**src/rtl/module_control_pkg.sv**
```systemverilog
// Mini-CPU shared definitions: CPU state codes, opcodes and instruction field positions.
package module_control_pkg;

  typedef enum logic [2:0] {
    ST_OFF    = 3'b000,
    ST_FETCH  = 3'b001,
    ST_DECODE = 3'b010,
    ST_READ   = 3'b011,
    ST_CALC   = 3'b100,
    ST_SHOW   = 3'b101,
    ST_STORE  = 3'b110
  } state_t;

  typedef enum logic [2:0] {
    OP_LOAD    = 3'b000,
    OP_ADD     = 3'b001,
    OP_ADDI    = 3'b010,
    OP_SUB     = 3'b011,
    OP_SUBI    = 3'b100,
    OP_MUL     = 3'b101,
    OP_CLEAR   = 3'b110,
    OP_DISPLAY = 3'b111
  } opcode_t;

  localparam int INSTR_W   = 18;
  localparam int OP_MSB    = 17;
  localparam int OP_LSB    = 15;
  localparam int DEST_MSB  = 14;
  localparam int DEST_LSB  = 11;
  localparam int SRC1_MSB  = 10;
  localparam int SRC1_LSB  = 7;
  localparam int SRC2_MSB  = 6;
  localparam int SRC2_LSB  = 3;
  localparam int SIGN_BIT  = 6;
  localparam int IMM_MSB   = 5;
  localparam int IMM_LSB   = 0;

endpackage

```
**src/rtl/module_edge_detect.sv**
```systemverilog
// Rising-edge pulse for a debounced button; history starts at 1 so a button held through reset is not seen.
module module_edge_detect (
  input  logic clk,
  input  logic rst_n,
  input  logic btn,
  output logic pulse
);

  logic prev;

  always_ff @(posedge clk) begin
    if (!rst_n) prev <= 1'b1;
    else        prev <= btn;
  end

  assign pulse = btn & ~prev;

endmodule

```
**src/rtl/module_control.sv**
```systemverilog
// Mini-CPU sequencer: latches an instruction on the send button and walks the CPU through its phases.
//
//  state  | meaning
//  OFF    | powered down, waiting for power button
//  FETCH  | waiting for send button, latches instruction
//  DECODE | waiting for ALU decode done
//  READ   | fixed RAM operand-read latency
//  CALC   | waiting for ALU calc done
//  STORE  | RAM write (and clear-all for CLEAR) until stored
//  SHOW   | display update until shown
module module_control
  import module_control_pkg::*;
#(
  parameter int READ_CYCLES = 2,
  parameter int TIMEOUT     = 255
) (
  input  logic                clk,
  input  logic                rst_n,
  input  logic                btnLigar,
  input  logic                btnEnviar,
  input  logic [INSTR_W-1:0]  instrucao,
  input  logic                decoded,
  input  logic                calculated,
  input  logic                stored,
  input  logic                shown,
  output logic [2:0]          stateCPU,
  output logic [2:0]          opcode,
  output logic [3:0]          endDest,
  output logic [3:0]          endSrc1,
  output logic [3:0]          endSrc2,
  output logic                sinalImm,
  output logic [5:0]          Imm,
  output logic                writeEnable,
  output logic                clearAll,
  output logic                displayEnable,
  output logic                erro
);

  localparam logic [7:0] READ_LOAD = 8'(READ_CYCLES - 1);
  localparam logic [7:0] WDOG_LOAD = 8'(TIMEOUT);

  state_t             state, next_state;
  logic [INSTR_W-1:0] ir;
  logic [7:0]         cnt;
  logic               lig_edge, env_edge;
  logic               ir_load, set_erro, clr_erro, expired;

  module_edge_detect u_lig (.clk(clk), .rst_n(rst_n), .btn(btnLigar),  .pulse(lig_edge));
  module_edge_detect u_env (.clk(clk), .rst_n(rst_n), .btn(btnEnviar), .pulse(env_edge));

  // cnt is a down-counter loaded on every state change; zero is the terminal count
  assign expired = (cnt == 8'd0);

  always_ff @(posedge clk) begin
    if (!rst_n) state <= ST_OFF;
    else        state <= next_state;
  end

  always_comb begin
    next_state = state;
    ir_load    = 1'b0;
    set_erro   = 1'b0;
    clr_erro   = 1'b0;
    if (state != ST_OFF && lig_edge) begin
      next_state = ST_OFF;
    end else begin
      case (state)
        ST_OFF: if (lig_edge) begin
          next_state = ST_FETCH;
          clr_erro   = 1'b1;
        end
        ST_FETCH: if (env_edge) begin
          next_state = ST_DECODE;
          ir_load    = 1'b1;
        end
        ST_DECODE: begin
          if (decoded)      next_state = ST_READ;
          else if (expired) begin next_state = ST_FETCH; set_erro = 1'b1; end
        end
        ST_READ: if (expired) next_state = ST_CALC;
        ST_CALC: begin
          if (calculated)   next_state = (ir[OP_MSB:OP_LSB] == OP_DISPLAY) ? ST_SHOW : ST_STORE;
          else if (expired) begin next_state = ST_FETCH; set_erro = 1'b1; end
        end
        ST_STORE: begin
          if (stored)       next_state = ST_SHOW;
          else if (expired) begin next_state = ST_FETCH; set_erro = 1'b1; end
        end
        ST_SHOW: begin
          if (shown)        next_state = ST_FETCH;
          else if (expired) begin next_state = ST_FETCH; set_erro = 1'b1; end
        end
        default: next_state = ST_OFF;
      endcase
    end
  end

  always_ff @(posedge clk) begin
    if (!rst_n) begin
      ir            <= '0;
      cnt           <= 8'd0;
      erro          <= 1'b0;
      writeEnable   <= 1'b0;
      clearAll      <= 1'b0;
      displayEnable <= 1'b0;
    end else begin
      if (ir_load) ir <= instrucao;
      if (next_state != state)
        cnt <= (next_state == ST_READ) ? READ_LOAD : WDOG_LOAD;
      else if (!expired)
        cnt <= cnt - 8'd1;
      if (clr_erro)      erro <= 1'b0;
      else if (set_erro) erro <= 1'b1;
      writeEnable   <= (next_state == ST_STORE);
      clearAll      <= (next_state == ST_STORE) && (ir[OP_MSB:OP_LSB] == OP_CLEAR);
      displayEnable <= (next_state == ST_SHOW);
    end
  end

  assign stateCPU = state;
  assign opcode   = ir[OP_MSB:OP_LSB];
  assign endDest  = ir[DEST_MSB:DEST_LSB];
  assign endSrc1  = ir[SRC1_MSB:SRC1_LSB];
  assign endSrc2  = ir[SRC2_MSB:SRC2_LSB];
  assign sinalImm = ir[SIGN_BIT];
  assign Imm      = ir[IMM_MSB:IMM_LSB];

endmodule

```
**config.mk**
```make
export PLATFORM = sky130hd
export DESIGN_NAME = module_control
export DESIGN_NICKNAME = d
export VERILOG_FILES = /design/src/rtl/module_control_pkg.sv /design/src/rtl/module_edge_detect.sv /design/src/rtl/module_control.sv
export SDC_FILE = /design/constraint.sdc
export NUM_CORES = 1
export LEC_CHECK = 0
export ABC_AREA = 1
export CAP_MARGIN = 20
export CORE_MARGIN = 1
export CORE_UTILIZATION = 30
export CTS_CLUSTER_SIZE = 14
export DETAILED_ROUTE_END_ITERATION = 10
export PLACE_DENSITY = 0.57
export SLEW_MARGIN = 25
export SYNTH_ARGS = -nofsm -noshare
export SYNTH_HDL_FRONTEND = slang
export SYNTH_SLANG_ARGS = --single-unit
```
**constraint.sdc**
```tcl
create_clock -name clk -period 2.1 [get_ports clk]
set_input_delay 0.525 -clock clk [delete_from_list [all_inputs] [get_ports clk]]
set_output_delay 0.525 -clock clk [all_outputs]
set_load 0.005 [all_outputs]
```
==> out/qor.yml <==
sta:
  hold_violations: 0
  worst_slack_ps: 101.9
  tightest_slew_ps: 230.5
  fin_skew_ps: 3.837
  fmax_mhz: 500.5
  min_period_ps: 1998
  period_share_pct: 95.15
  slew_headroom_pct: 84.47
  setup_viol: 0
  slew_viol_final: 0
drt:
  dr.pass1.iters: 4
  ant_nets: 0
  wl_mm: 4.660
  drt_iter0_markers: 50
  vias_per_cell: 4.524
  drt_drc_violations_left: 0
  via_count: 1796
  wl_per_cell_um: 11.74
final_layout:
  n_antenna_cell: 0
  area_growth_syn_to_layout_pct: 51.46
  layout_common_cells: "53 x clkdlybuf4s50_1, 49 x nor2_1, 35 x nand2_1, 34 x dfxtp_1, 25 x buf_4"
  drive_above_1_share_pct: 23.69
  layout_commonest_cell: "clkdlybuf4s50_1"
  fillers: 580
  nets: 351
die:
  core_um2: 5642
  rows: 27
  start_util_pct: 31.94
  pin_count: 55
  die_x_um: 79.50
  dieHeight_um: 79.50
  dieArea_um2: 6319
cts:
  cts.path.max_buffers: 2
  cts_buffers: 5
  cts-root-buf: "clkbuf_8"
  clkTransAtPathRegs_ps: 70
  cts-htree-levels: 2
  clk_latency_ps: 280
  clkSinkCount: 35
  cts_tree: "yes"
worst_setup_path:
  path_max_fanout: 7
  worstPathRequired_ps: 2280
  end_kind: "register"
  cp.arrival_ps: 2170
  worstSetupPathType: "input port to register"
  critPathLaunchType: "input port"
min_path:
  hold_class: "input port to register"
global_route:
  antenna_found_initial: 0
  grt_overflow_total: 0
  grt_pass1_vias: 1595
  grt_max_degree: 24
  gr-usage-all-layers_pct: 15.47
  grt_pass1_wl_mm: 7.431
synthesis:
  syn_inst: 247
  ys_seq_elements: 35
  synth_area_per_cell_um2: 7.294
  yosys_warnings: 0
  netlist_area_um2: 1802
  syn_nets: 274
  yosysSeqAreaShare_pct: 38.89
  synthDistinctLibCells: 34
run_status:
  status: "finished, final reports clean"
placed_design:
  pre_cts_slack_ps: -225.5
  portBuffers: 54
  gp_congestion: 0.8779
  hpwl_mm: 3.549
flow_run:
  max_cap_violations: 0
power_and_ir_drop:
  vdd_drop_max_v: 0.0004090
  power_density_nw_per_um2: 1134
  p_leak_nw: 1.162
  total_power_w: 0.003096
kinds of logic after synthesis:
kind of cell	count (synthesis)	share of synthesized area, %
compound gates	30	9.167
xor+xnor	7	3.403
simple gates	139	39.10
buf+inv	35	8.749
fa+ha+maj	1	0.6943
flops	35	38.89
repair_timing:
action,in CTS,in global routing
hold buffers,0,0
resized for setup,0,13
setup buffers,0,2
setup endpoints to repair,0,9
Yosys cell counts:
library cell  number  area share (%)
or3_1              1            0.35
nand4_1            5             1.7
inv_2              5             1.0
nand2_4            2             1.2
nand3_1           13             3.6
nand2_1           36             7.5
nor2_1            53              11
nor3_2             2             1.1
o21ai_4            1            0.90
nor2_8             1             1.1
nor3_1             1            0.28
nor4_1             2            0.69
o21ai_0           21             5.8
buf_4              6             2.5
and3_2             1            0.42
clkbuf_1           4            0.83
o21ai_1            2            0.56
nand3_2            8             4.4
nand4_2            1            0.69
inv_1             17             3.5
buf_2              1            0.28
a21oi_1            5             1.4
nand2_2            7             2.4
xor2_1             3             1.5
ha_1               1            0.69
xnor2_1            4             1.9
or2_2              1            0.35
nor2_4             1            0.62
nor3b_1            1            0.42
dfxtp_1           35              39
clkinv_1           1            0.21
inv_4              1            0.35
o2111ai_1          1            0.49
nor2_2             3             1.0
area by class of cell:
cell class,count,area (µm²),area share [%]
inverters,24,92.59,3.393
clock buffers,8,100.1,3.668
multi-input cells,177,973.4,35.67
flip-flops and latches,35,701.9,25.72
repair buffers,81,770.7,28.24
well taps,72,90.09,3.301
routing by layer:
metal / part of all wire, % / global-route usage [%] / vias up
met1: 46 / 19.61 / 786
met2: 45 / 24.53 / 56
met4: 2.1 / 6.545 / 0
met5: 0 / 0 / -
met3: 6.0 / 4.114 / 8
li1: - / - / 946
worst max-delay path, stage by stage:
cell             delay, ps
clkdlybuf4s50_1        470
nand2_1                 70
nand3_1                 70
nand2_1                 60
nor2_2                 120
nand3_2                130
o21ai_4                160
nand2_2                 80
nand2_4                110
nand2_4                 70
nand2_4                 90
nand2_2                 60
nor2_2                 100
nor2_1                  50
path summary, 6_finish.rpt:
path | startpoint | endpoint | slack [ps] | cells after the start
max | btnEnviar | cnt[1] | 100 | 14
min | btnLigar | u_lig.prev | 470 | 3
max reg2reg | cnt[1] | cnt[1] | 180 | 16
min reg2reg | ir[15] | clearAll | 480 | 1
where the power goes:
part | switching, W | internal [W] | total, W
clock | 0.000228 | 0.000299 | 0.000528
sequential | 0.0000778 | 0.000770 | 0.000848
combinational | 0.000901 | 0.000819 | 0.00172
total | 0.00121 | 0.00189 | 0.00310
sequential cells by signal, summed over array words and instances (netlist names):
register       count
erro               1
clearAll           1
displayEnable      1
writeEnable        1
u_env.prev         1
stateCPU           3
cnt                8
ir                18
u_lig.prev         1
stage by stage:
step           setup TNS, ps  util, %  std cells  cell area (µm²)  hold slack (ps)
2_1_floorplan              0        -        247             1802            441.3
3_3_place_gp           -1416    45.73        387             2580            462.3
3_5_place_dp           -1687    45.73        387             2580            470.6
4_1_cts                    0    47.50        395             2680            480.6
5_1_grt               -29.96    48.37        397             2729            478.0
6_report                   0    48.37        397             2729            471.9
No activity file was read; power rests on OpenSTA's default activity.
